File: src/rtl/nano_spi_pkg.sv
// ============================================================================
// Module : nano_spi_pkg
// Brief  : Shared command encodings, frame geometry, FSM states and the
//          frame-assembly helper for the spi_master4nano SPI master.
// Rev    : 1.0 - initial release
// ============================================================================
`default_nettype none

package nano_spi_pkg;

    localparam logic [1:0] CMD_WR_CODE = 2'b00;
    localparam logic [1:0] CMD_RD_CODE = 2'b01;
    localparam logic [1:0] CMD_WR_DATA = 2'b10;
    localparam logic [1:0] CMD_RD_DATA = 2'b11;

    localparam int FRAME_LEN_CODE = 24;
    localparam int FRAME_LEN_DATA = 32;
    localparam int CODE_ADDR_W    = 12;
    localparam int DATA_ADDR_W    = 11;
    localparam int DATA_W         = 16;

    typedef enum logic [2:0] {
        ST_IDLE  = 3'd0,
        ST_SETUP = 3'd1,
        ST_SHIFT = 3'd2,
        ST_HOLD  = 3'd3,
        ST_GAP   = 3'd4
    } state_e;

    // Left-aligned frame image: the MSB is the first bit on MOSI. Read
    // commands carry zeros in the data phase; 24-bit frames are padded low.
    function automatic logic [31:0] build_frame(
        input logic [1:0]             cmd,
        input logic [CODE_ADDR_W-1:0] addr,
        input logic [DATA_W-1:0]      wdata
    );
        logic [CODE_ADDR_W-1:0] a;
        logic [DATA_W-1:0]      d;
        logic                   is_code;
        is_code = (cmd == CMD_WR_CODE) || (cmd == CMD_RD_CODE);
        a = is_code ? addr : {1'b0, addr[DATA_ADDR_W-1:0]};
        d = ((cmd == CMD_RD_CODE) || (cmd == CMD_RD_DATA)) ? '0 : wdata;
        if (is_code)
            build_frame = {cmd, 2'b00, a[11:8], a[7:0], d[7:0], 8'h00};
        else
            build_frame = {cmd, 2'b00, a[11:8], a[7:0], d};
    endfunction

endpackage

`default_nettype wire

File: src/rtl/spi_master4nano_if.sv
// ============================================================================
// Module : spi_master4nano_if
// Brief  : Host-side request/response bus of the spi_master4nano SPI master.
// Rev    : 1.0 - initial release
// ============================================================================
`default_nettype none

interface spi_master4nano_if;
    import nano_spi_pkg::*;

    logic                   START;
    logic [1:0]             CMD;
    logic [CODE_ADDR_W-1:0] ADDR;
    logic [DATA_W-1:0]      WDATA;
    logic                   BUSY;
    logic                   DONE;
    logic                   ERR;
    logic [DATA_W-1:0]      RDATA;

    modport master (
        output START, CMD, ADDR, WDATA,
        input  BUSY, DONE, ERR, RDATA
    );

    modport slave (
        input  START, CMD, ADDR, WDATA,
        output BUSY, DONE, ERR, RDATA
    );
endinterface

`default_nettype wire

File: src/rtl/spi_master4nano_sck_divider.sv
// ============================================================================
// Module : sck_divider
// Brief  : Half-period timer producing SCK rise/fall enables every CLK_DIV
//          cycles while i_run is high; restarts in phase 0 when idle.
// Rev    : 1.0 - initial release
// ============================================================================
`default_nettype none

module sck_divider #(
    parameter int CLK_DIV = 4
) (
    input  wire logic clk,
    input  wire logic rst,
    input  wire logic i_run,
    output logic      o_rise,
    output logic      o_fall
);
    localparam int                c_CW   = (CLK_DIV > 1) ? $clog2(CLK_DIV) : 1;
    localparam logic [c_CW-1:0]   c_LAST = c_CW'(CLK_DIV - 1);
    localparam logic [c_CW-1:0]   c_ONE  = c_CW'(1);

    logic [c_CW-1:0] r_cnt;
    logic            r_phase;
    logic            w_tick;

    assign w_tick = i_run && (r_cnt == c_LAST);

    always_ff @(posedge clk or posedge rst) begin
        if (rst) begin
            r_cnt   <= '0;
            r_phase <= 1'b0;
        end else if (!i_run) begin
            r_cnt   <= '0;
            r_phase <= 1'b0;
        end else if (w_tick) begin
            r_cnt   <= '0;
            r_phase <= ~r_phase;
        end else begin
            r_cnt   <= r_cnt + c_ONE;
        end
    end

    // Phase 0 is the SCK-low half, so its end is a rising edge.
    assign o_rise = w_tick & ~r_phase;
    assign o_fall = w_tick &  r_phase;
endmodule

`default_nettype wire

File: src/rtl/spi_master4nano.sv
// ============================================================================
// Module : spi_master4nano
// Brief  : Mode-0 SPI master issuing 24/32-bit code/data frames. Read-back of
//          MISO is enabled by defining SPI_READBACK_EN; otherwise reads are
//          rejected with ERR.
// Rev    : 1.0 - initial release
// ============================================================================
`default_nettype none

module spi_master4nano
    import nano_spi_pkg::*;
#(
    parameter int CLK_DIV = 4
) (
    input  wire logic        CLK,
    input  wire logic        RST,
    spi_master4nano_if.slave bus,
    output logic             SPI_CS,
    output logic             SPI_SCK,
    output logic             SPI_MOSI,
    input  wire logic        SPI_MISO
);
    localparam logic [4:0] c_LAST_DATA = 5'(FRAME_LEN_DATA - 1);
    localparam logic [4:0] c_LAST_CODE = 5'(FRAME_LEN_CODE - 1);

    state_e      r_state, w_state_nxt;
    logic [31:0] r_tx, w_tx_nxt;
    logic [4:0]  r_bit, w_bit_nxt;
    logic        r_is_data, w_is_data_nxt;
    logic        r_cs, w_cs_nxt;
    logic        r_sck, w_sck_nxt;
    logic        r_busy, w_busy_nxt;
    logic        r_done, w_done_nxt;
    logic        r_err, w_err_nxt;
    logic        w_run, w_rise, w_fall, w_last_bit, w_rd_reject;

    assign w_run = (r_state != ST_IDLE);

    sck_divider #(.CLK_DIV(CLK_DIV)) u_sck_divider (
        .clk    (CLK),
        .rst    (RST),
        .i_run  (w_run),
        .o_rise (w_rise),
        .o_fall (w_fall)
    );

    assign w_last_bit = r_is_data ? (r_bit == c_LAST_DATA) : (r_bit == c_LAST_CODE);

    always_ff @(posedge CLK or posedge RST) begin
        if (RST) begin
            r_state   <= ST_IDLE;
            r_tx      <= '0;
            r_bit     <= '0;
            r_is_data <= 1'b0;
            r_cs      <= 1'b1;
            r_sck     <= 1'b0;
            r_busy    <= 1'b0;
            r_done    <= 1'b0;
            r_err     <= 1'b0;
        end else begin
            r_state   <= w_state_nxt;
            r_tx      <= w_tx_nxt;
            r_bit     <= w_bit_nxt;
            r_is_data <= w_is_data_nxt;
            r_cs      <= w_cs_nxt;
            r_sck     <= w_sck_nxt;
            r_busy    <= w_busy_nxt;
            r_done    <= w_done_nxt;
            r_err     <= w_err_nxt;
        end
    end

    always_comb begin
        w_state_nxt   = r_state;
        w_tx_nxt      = r_tx;
        w_bit_nxt     = r_bit;
        w_is_data_nxt = r_is_data;
        w_sck_nxt     = r_sck;
        w_done_nxt    = 1'b0;
        w_err_nxt     = 1'b0;
        case (r_state)
            ST_IDLE: begin
                w_sck_nxt = 1'b0;
                if (bus.START) begin
                    if (w_rd_reject) begin
                        w_err_nxt = 1'b1;
                    end else begin
                        w_state_nxt   = ST_SETUP;
                        w_tx_nxt      = build_frame(bus.CMD, bus.ADDR, bus.WDATA);
                        w_bit_nxt     = '0;
                        w_is_data_nxt = (bus.CMD == CMD_WR_DATA) || (bus.CMD == CMD_RD_DATA);
                    end
                end
            end
            ST_SETUP: begin
                if (w_fall) w_state_nxt = ST_SHIFT;
            end
            ST_SHIFT: begin
                if (w_rise) w_sck_nxt = 1'b1;
                // MOSI only advances on the falling edge, keeping it stable while SCK is high.
                if (w_fall) begin
                    w_sck_nxt = 1'b0;
                    w_tx_nxt  = {r_tx[30:0], 1'b0};
                    if (w_last_bit) w_state_nxt = ST_HOLD;
                    else            w_bit_nxt   = r_bit + 5'd1;
                end
            end
            ST_HOLD: begin
                if (w_fall) w_state_nxt = ST_GAP;
            end
            ST_GAP: begin
                if (w_fall) begin
                    w_state_nxt = ST_IDLE;
                    w_done_nxt  = 1'b1;
                end
            end
            default: begin
                w_state_nxt = ST_IDLE;
                w_sck_nxt   = 1'b0;
            end
        endcase
        w_cs_nxt   = !((w_state_nxt == ST_SETUP) || (w_state_nxt == ST_SHIFT) ||
                       (w_state_nxt == ST_HOLD));
        w_busy_nxt = (w_state_nxt != ST_IDLE);
    end

    assign SPI_CS   = r_cs;
    assign SPI_SCK  = r_sck;
    assign SPI_MOSI = r_tx[31];
    assign bus.BUSY = r_busy;
    assign bus.DONE = r_done;
    assign bus.ERR  = r_err;

`ifdef SPI_READBACK_EN
    logic                r_is_read;
    logic [DATA_W-1:0]   r_rx;
    logic [DATA_W-1:0]   r_rdata;

    assign w_rd_reject = 1'b0;

    // Only data-phase bits (index 16 and up) are captured; clearing at start
    // leaves code reads zero-extended.
    always_ff @(posedge CLK or posedge RST) begin
        if (RST) begin
            r_is_read <= 1'b0;
            r_rx      <= '0;
            r_rdata   <= '0;
        end else begin
            if ((r_state == ST_IDLE) && bus.START) begin
                r_is_read <= (bus.CMD == CMD_RD_CODE) || (bus.CMD == CMD_RD_DATA);
                r_rx      <= '0;
            end else if ((r_state == ST_SHIFT) && w_rise && r_bit[4]) begin
                r_rx      <= {r_rx[DATA_W-2:0], SPI_MISO};
            end
            if ((r_state == ST_GAP) && w_fall && r_is_read)
                r_rdata <= r_rx;
        end
    end

    assign bus.RDATA = r_rdata;
`else
    logic w_unused_miso;

    assign w_unused_miso = SPI_MISO;
    assign w_rd_reject   = bus.CMD[0];
    assign bus.RDATA     = '0;
`endif
endmodule

`default_nettype wire

File: src/flat_wrapper.sv
// flat-port wrapper written by rule: the top's interface ports become plain ports
module spi_master4nano_flat import nano_spi_pkg::*;
#(
    parameter int CLK_DIV = 4
)
  (CLK, RST, SPI_CS, SPI_SCK, SPI_MOSI, SPI_MISO, bus_START, bus_CMD, bus_ADDR, bus_WDATA, bus_BUSY, bus_DONE, bus_ERR, bus_RDATA);
  spi_master4nano_if bus_i ();
  input  wire logic CLK;
  input  wire logic RST;
  output logic SPI_CS;
  output logic SPI_SCK;
  output logic SPI_MOSI;
  input  wire logic SPI_MISO;
  input wire logic [$bits(bus_i.START)-1:0] bus_START;
  input wire logic [$bits(bus_i.CMD)-1:0] bus_CMD;
  input wire logic [$bits(bus_i.ADDR)-1:0] bus_ADDR;
  input wire logic [$bits(bus_i.WDATA)-1:0] bus_WDATA;
  output wire logic [$bits(bus_i.BUSY)-1:0] bus_BUSY;
  output wire logic [$bits(bus_i.DONE)-1:0] bus_DONE;
  output wire logic [$bits(bus_i.ERR)-1:0] bus_ERR;
  output wire logic [$bits(bus_i.RDATA)-1:0] bus_RDATA;
  assign bus_i.START = bus_START;
  assign bus_i.CMD = bus_CMD;
  assign bus_i.ADDR = bus_ADDR;
  assign bus_i.WDATA = bus_WDATA;
  assign bus_BUSY = bus_i.BUSY;
  assign bus_DONE = bus_i.DONE;
  assign bus_ERR = bus_i.ERR;
  assign bus_RDATA = bus_i.RDATA;
  spi_master4nano #(.CLK_DIV(CLK_DIV)) u_core (.CLK(CLK), .RST(RST), .bus(bus_i), .SPI_CS(SPI_CS), .SPI_SCK(SPI_SCK), .SPI_MOSI(SPI_MOSI), .SPI_MISO(SPI_MISO));
endmodule
File: config.mk
export PLATFORM = sky130hd
export DESIGN_NAME = spi_master4nano_flat
export DESIGN_NICKNAME = d
export VERILOG_FILES = /design/src/rtl/nano_spi_pkg.sv /design/src/rtl/spi_master4nano_if.sv /design/src/rtl/spi_master4nano_sck_divider.sv /design/src/rtl/spi_master4nano.sv /design/src/flat_wrapper.sv
export SDC_FILE = /design/constraint.sdc
export NUM_CORES = 1
export LEC_CHECK = 0
export CORE_ASPECT_RATIO = 0.9
export CORE_MARGIN = 4
export CORE_UTILIZATION = 39
export CTS_CLUSTER_SIZE = 30
export DETAILED_ROUTE_END_ITERATION = 12
export PLACE_DENSITY = 0.63
export SYNTH_ARGS = -nofsm -noshare
export SYNTH_HDL_FRONTEND = slang
export SYNTH_SLANG_ARGS = --single-unit
File: constraint.sdc
create_clock -name CLK -period 3.3 [get_ports CLK]
set_input_delay 0.66 -clock CLK [delete_from_list [all_inputs] [get_ports CLK]]
set_output_delay 0.66 -clock CLK [all_outputs]
set_load 0.05 [all_outputs]
; Word-level counts from Yosys, hierarchy flattened
; Cells that the tools add are included.
[word_totals]
ff_bits = 49
in_bits = 34
wordCells = 87
[classes]
addsub = 2
eq_ne = 19
mux = 33
n_bitwise = 5
reduce_logical = 17
[ops]
columns = cell, count
row1 = 2-to-1 mux 32 bit, 3
row2 = case mux 32 bit (2 select lines), 1
row3 = 2-to-1 mux 16 bit, 2
row4 = 2-to-1 mux 3 bit, 7
row5 = 2-to-1 mux 5 bit, 4
row6 = case mux 3 bit (5 select lines), 1
row7 = "== test 3 x 2 -> 1 bit, second input constant", 4
row8 = 2-to-1 mux 12 bit, 1
row9 = "== test 5 bit, second input constant", 2
row10 = 2-to-1 mux 1 bit, 10
row11 = case mux 5 bit (2 select lines), 1
row12 = "inequality test 2 bit, second input constant", 4
row13 = "== test 2 bit, second input constant", 3
row14 = "== test 3 x 1 -> 1 bit, second input constant", 2
row15 = nonzero test 3 bit, 2
row16 = "adder 5 x 1 -> 5 bit, second input constant", 1
row17 = logical OR 1 bit, 5
row18 = AND reduction 5 bit, 1
row19 = 2-to-1 mux 2 bit, 2
row20 = AND reduction 4 bit, 1
row21 = "== test 3 bit, second input constant", 1
row22 = logical NOT 3 bit, 1
row23 = "inequality test 3 bit, second input constant", 1
row24 = NOT 1 bit, 3
row25 = 12 further kinds, 13

; Longest topological paths before layout
[logic_depth]
depth_word = 9
mapped_depth = 7
mapped_depth_nobuf = 5

; Cells and area by module
; From an unflattened synthesis, not the netlist that was laid out.
[hier_totals]
cells_unflattened = 260
hier_area_um2 = 2496.1
[by_module_without_submodules]
columns = module, n_inst, cells_each, area_each_um2, seq_area_each_um2
row1 = spi_master4nano, 1, 248, 2357.3, 1152.4
row2 = sck_divider, 1, 12, 138.9, 75.1

; Worst setup path before layout
; OpenSTA, ideal clock, no wires.
[synth_path]
path_kind = in2reg
from = in bus_START
to = reg u_core.r_tx[16]
setup_ps = 119
arrival_ps = 1790
slack_ps = 1390
stages = 6
n_path_buf = 2
cell_sequence = or4b_4 -> or2_1 -> buf_6 -> buf_6 -> o22ai_2 -> nor2_1
[synth_between]
elab_chain_cells = 2
[synth_rtl]
columns = item, line
row1 = start: declaration, flat_wrapper.sv:14  ; input wire logic [$bits(bus_i.START)-1:0] bus_START;
row2 = inequality test 2 bit (no source line), n/a
row3 = AND reduction 4 bit (no source line), n/a
row4 = end signal: assignment, spi_master4nano.sv:62  ; r_tx <= w_tx_nxt;
row5 = end: declaration, spi_master4nano.sv:27  ; logic [31:0] r_tx, w_tx_nxt;
; No other way between the ends.
; A chain may end at the register's enable or synchronous reset.

; Worst setup path after layout
[layout_path]
from = in bus_START
to = reg u_core.r_tx[19]
; The elaborated chain is that of the path after synthesis.

==> impl_metrics.ini <==
[setup_path]
timing.rr.end = u_core.r_tx[19]
path_cells = clkdlybuf4s50_1 -> or4b_4 -> o22ai_4 -> buf_4 -> nor2_1 -> nor2_1
cp.depth = 6
startpoint_type = input pin
reg2reg_slack_ns = 1.19
critPathKind = in2reg
crit_required_ns = 3.55
rr_worst_depth = 5
cp_common_cell = nor2_1
timing.critical_path.arrival_ns = 2.58
end_kind = flip-flop
r2r-start = u_core.r_state[2]
cp_num_buf_inv = 2
cpPeakStageDelay_ns = 0.55
cp_top_family = buffers and inverters
setup.worst_path.start = bus_START
slowest_stage = o22ai_4
path_max_fanout = 24
critical_path.endpoint = u_core.r_tx[19]

[place]
gp_congestion = 0.7801
preCtsSetupSlack_ns = 0.6310
io_buffers = 38
placed_cell_area_um2 = 2825
hpwl_mm = 3.572

[clock_network]
insertion_delay_ns = 0.31
hold_buffers = 0
numClockSinks = 49
htree_levels = 2
clkTransAtPathRegs_ns = 0.10
cts_resized = 0
cts_buffers = 5
clk_path_buf_depth = 2
cts_tree = yes
cts-root-buf = clkbuf_8
cts_setup_buffers = 0

[global_route]
grt_max_degree = 25
grt_pass1_wl_mm = 8.390
grt_overflow = 0
grt_pass1_vias = 1689
antenna_found_initial = 0
grt_use_total = 0.1370

[timing]
hold_viol = 0
finClkSkew_ns = 0.01407
rsz0062_at_grt = false
worst_slack_ns = 0.9671
clock.fmax_mhz = 428.6
slew_viol_final = 0
setup_violations = 0
slew_headroom = 0.5125
min_period_ns = 2.333
tightest_slew_ns = 0.7313
post-route-period-util = 0.7069
setup_tns_ns = 0

[synthesis]
synthTopCellsByArea = dfrtp_1 (49%), o221a_2 (7.4%), buf_4 (5.5%), nor2_1 (4.9%), mux2i_1 (4.1%)
async_reset_ff_frac = 1.000
synth_area_um2 = 2446
avgSynthCellArea_um2 = 10.45
synth_ff_type = dfrtp_1
ys.warnings.count = 0
synth_edf_count = 0
ys_seq_elements = 49
synth_top_area_cell = dfrtp_1
ys_types = 41
yosysTopAreaCellShare = 0.4910
syn_inst = 234
seq_area_frac_synth = 0.5018

[cells_and_area]
final_cell_mix = dfrtp_1 (48), clkdlybuf4s50_1 (38), nor2_1 (32)
regArea_um2 = 1227
nets = 305
fin_area_um2 = 2919
final_common_cell = dfrtp_1
multiInputGateArea_um2 = 1056
n_fill_cell = 584
drive_above_1_share = 0.1519
syn2layout_area_growth_pct = 19.34
antenna_cells = 0

[routing]
finalWirelength_mm = 5.069
vias_per_cell = 5.179
drt_iter0_drc = 119
routedWlPerCell_um = 14.20
drtPass1Iterations = 4
route.detailed.drc = 0
postRouteAntennaNets = 0
num_vias = 1849

[outcome]
status = finished clean

[floorplan]
die_w_um = 91.48
die-area_um2 = 7605
core_area_um2 = 6115
die_h_um = 83.13
pin_count = 56
num_rows = 27
initial_utilization = 0.4000

[power_and_ir_drop]
ir_worst_vdd_mv = 0.1302
p_leak_nw = 1.303
powerDensity_nw_per_um2 = 371.2

[run]
drv_cap = 0

[worst_hold_path]
hold_path.class = reg2reg
[per-layer routing]
layer,vias up,part of all wire,track usage
met1,910,0.49,0.1975
li1,884,-,-
met3,2,0.061,0.04891
met5,-,0,0
met4,0,0.0077,0.04521
met2,53,0.44,0.1898
[final cells by class]
cell class | instances | share of cell area
inverters | 2 | 0.002572
repair buffers | 44 | 0.1457
flip-flops and latches | 49 | 0.4205
clock inverters | 3 | 0.008573
multi-input cells | 167 | 0.3618
clock buffers | 5 | 0.02357
well taps | 87 | 0.03729
[worst min path at each step]
| stage | from | to | cells past startpoint |
|---|---|---|---|
| finish | u_core.u_sck_divider.r_cnt[0] | u_core.u_sck_divider.r_cnt[0] | 1 |
| global route | u_core.u_sck_divider.r_cnt[0] | u_core.u_sck_divider.r_cnt[0] | 1 |
| CTS | u_core.u_sck_divider.r_cnt[0] | u_core.u_sck_divider.r_cnt[0] | 1 |
| detailed placement | u_core.u_sck_divider.r_cnt[0] | u_core.u_sck_divider.r_cnt[0] | 1 |
| global placement | u_core.u_sck_divider.r_cnt[0] | u_core.u_sck_divider.r_cnt[0] | 1 |
| floorplan | u_core.u_sck_divider.r_cnt[0] | u_core.u_sck_divider.r_cnt[0] | 1 |
[worst register-to-register path: stages (launching register included)]
cell,delay [ns]
dfrtp_1,0.52
or4b_4,0.57
o22ai_4,0.55
buf_4,0.26
nor2_1,0.04
nor2_1,0.10
[where the power goes]
part	leakage (nW)	total [mW]	internal (mW)	switching (mW)
Sequential	0.651	0.604	0.602	0.00172
Combinational	0.608	0.113	0.0429	0.0702
Clock	0.0447	0.367	0.153	0.213
[cell families (layout without fill, tap and decap cells)]
group	count (synthesis)	in the layout	share of synthesized area
AND/OR/NAND/NOR	81	81	0.1535
AO/OA/AOI/OAI	54	54	0.1872
flip-flops	49	49	0.5018
buffers and inverters	33	54	0.08951
multiplexers	11	11	0.04553
XOR/XNOR	3	3	0.01074
adder cells (fa/ha/maj)	2	2	0.01023
other	1	16	0.001533
[state kept, by name, indices dropped and copies added (netlist names)]
| register | flops |
|---|---|
| u_core.u_sck_divider.r_phase | 1 |
| u_core.SPI_SCK | 1 |
| u_core.bus.ERR | 1 |
| u_core.r_is_data | 1 |
| u_core.u_sck_divider.r_cnt | 2 |
| u_core.SPI_CS | 1 |
| u_core.r_bit | 5 |
| u_core.r_tx | 32 |
| u_core.bus.DONE | 1 |
| u_core.r_state | 3 |
| u_core.bus.BUSY | 1 |
[per-stage QoR]
| step | hold WS [ns] | power, mW | utilization | instances |
|---|---|---|---|---|
| after floorplan | 0.4192 | 0.6933 | - | 249 |
| after global placement | 0.4274 | 0.7306 | 0.4620 | 349 |
| after detailed placement | 0.4424 | 0.7302 | 0.4620 | 349 |
| after CTS | 0.4549 | 1.102 | 0.4774 | 357 |
| after global routing | 0.4656 | 1.135 | 0.4774 | 357 |
| final | 0.4499 | 1.084 | 0.4774 | 357 |
[synth_stat cells (all sizes together) (2+ instances only)]
cell,number
o211ai,3
nand2,23
and3,2
nor3,3
clkbuf,4
buf,27
o22ai,13
nor2b,2
inv,2
nor2,32
xnor2,2
o221a,16
nand3,9
o21ai,12
a21oi,3
ha,2
mux2i,10
a22o,4
dfrtp,48
Power figures use the tool's default switching activity.
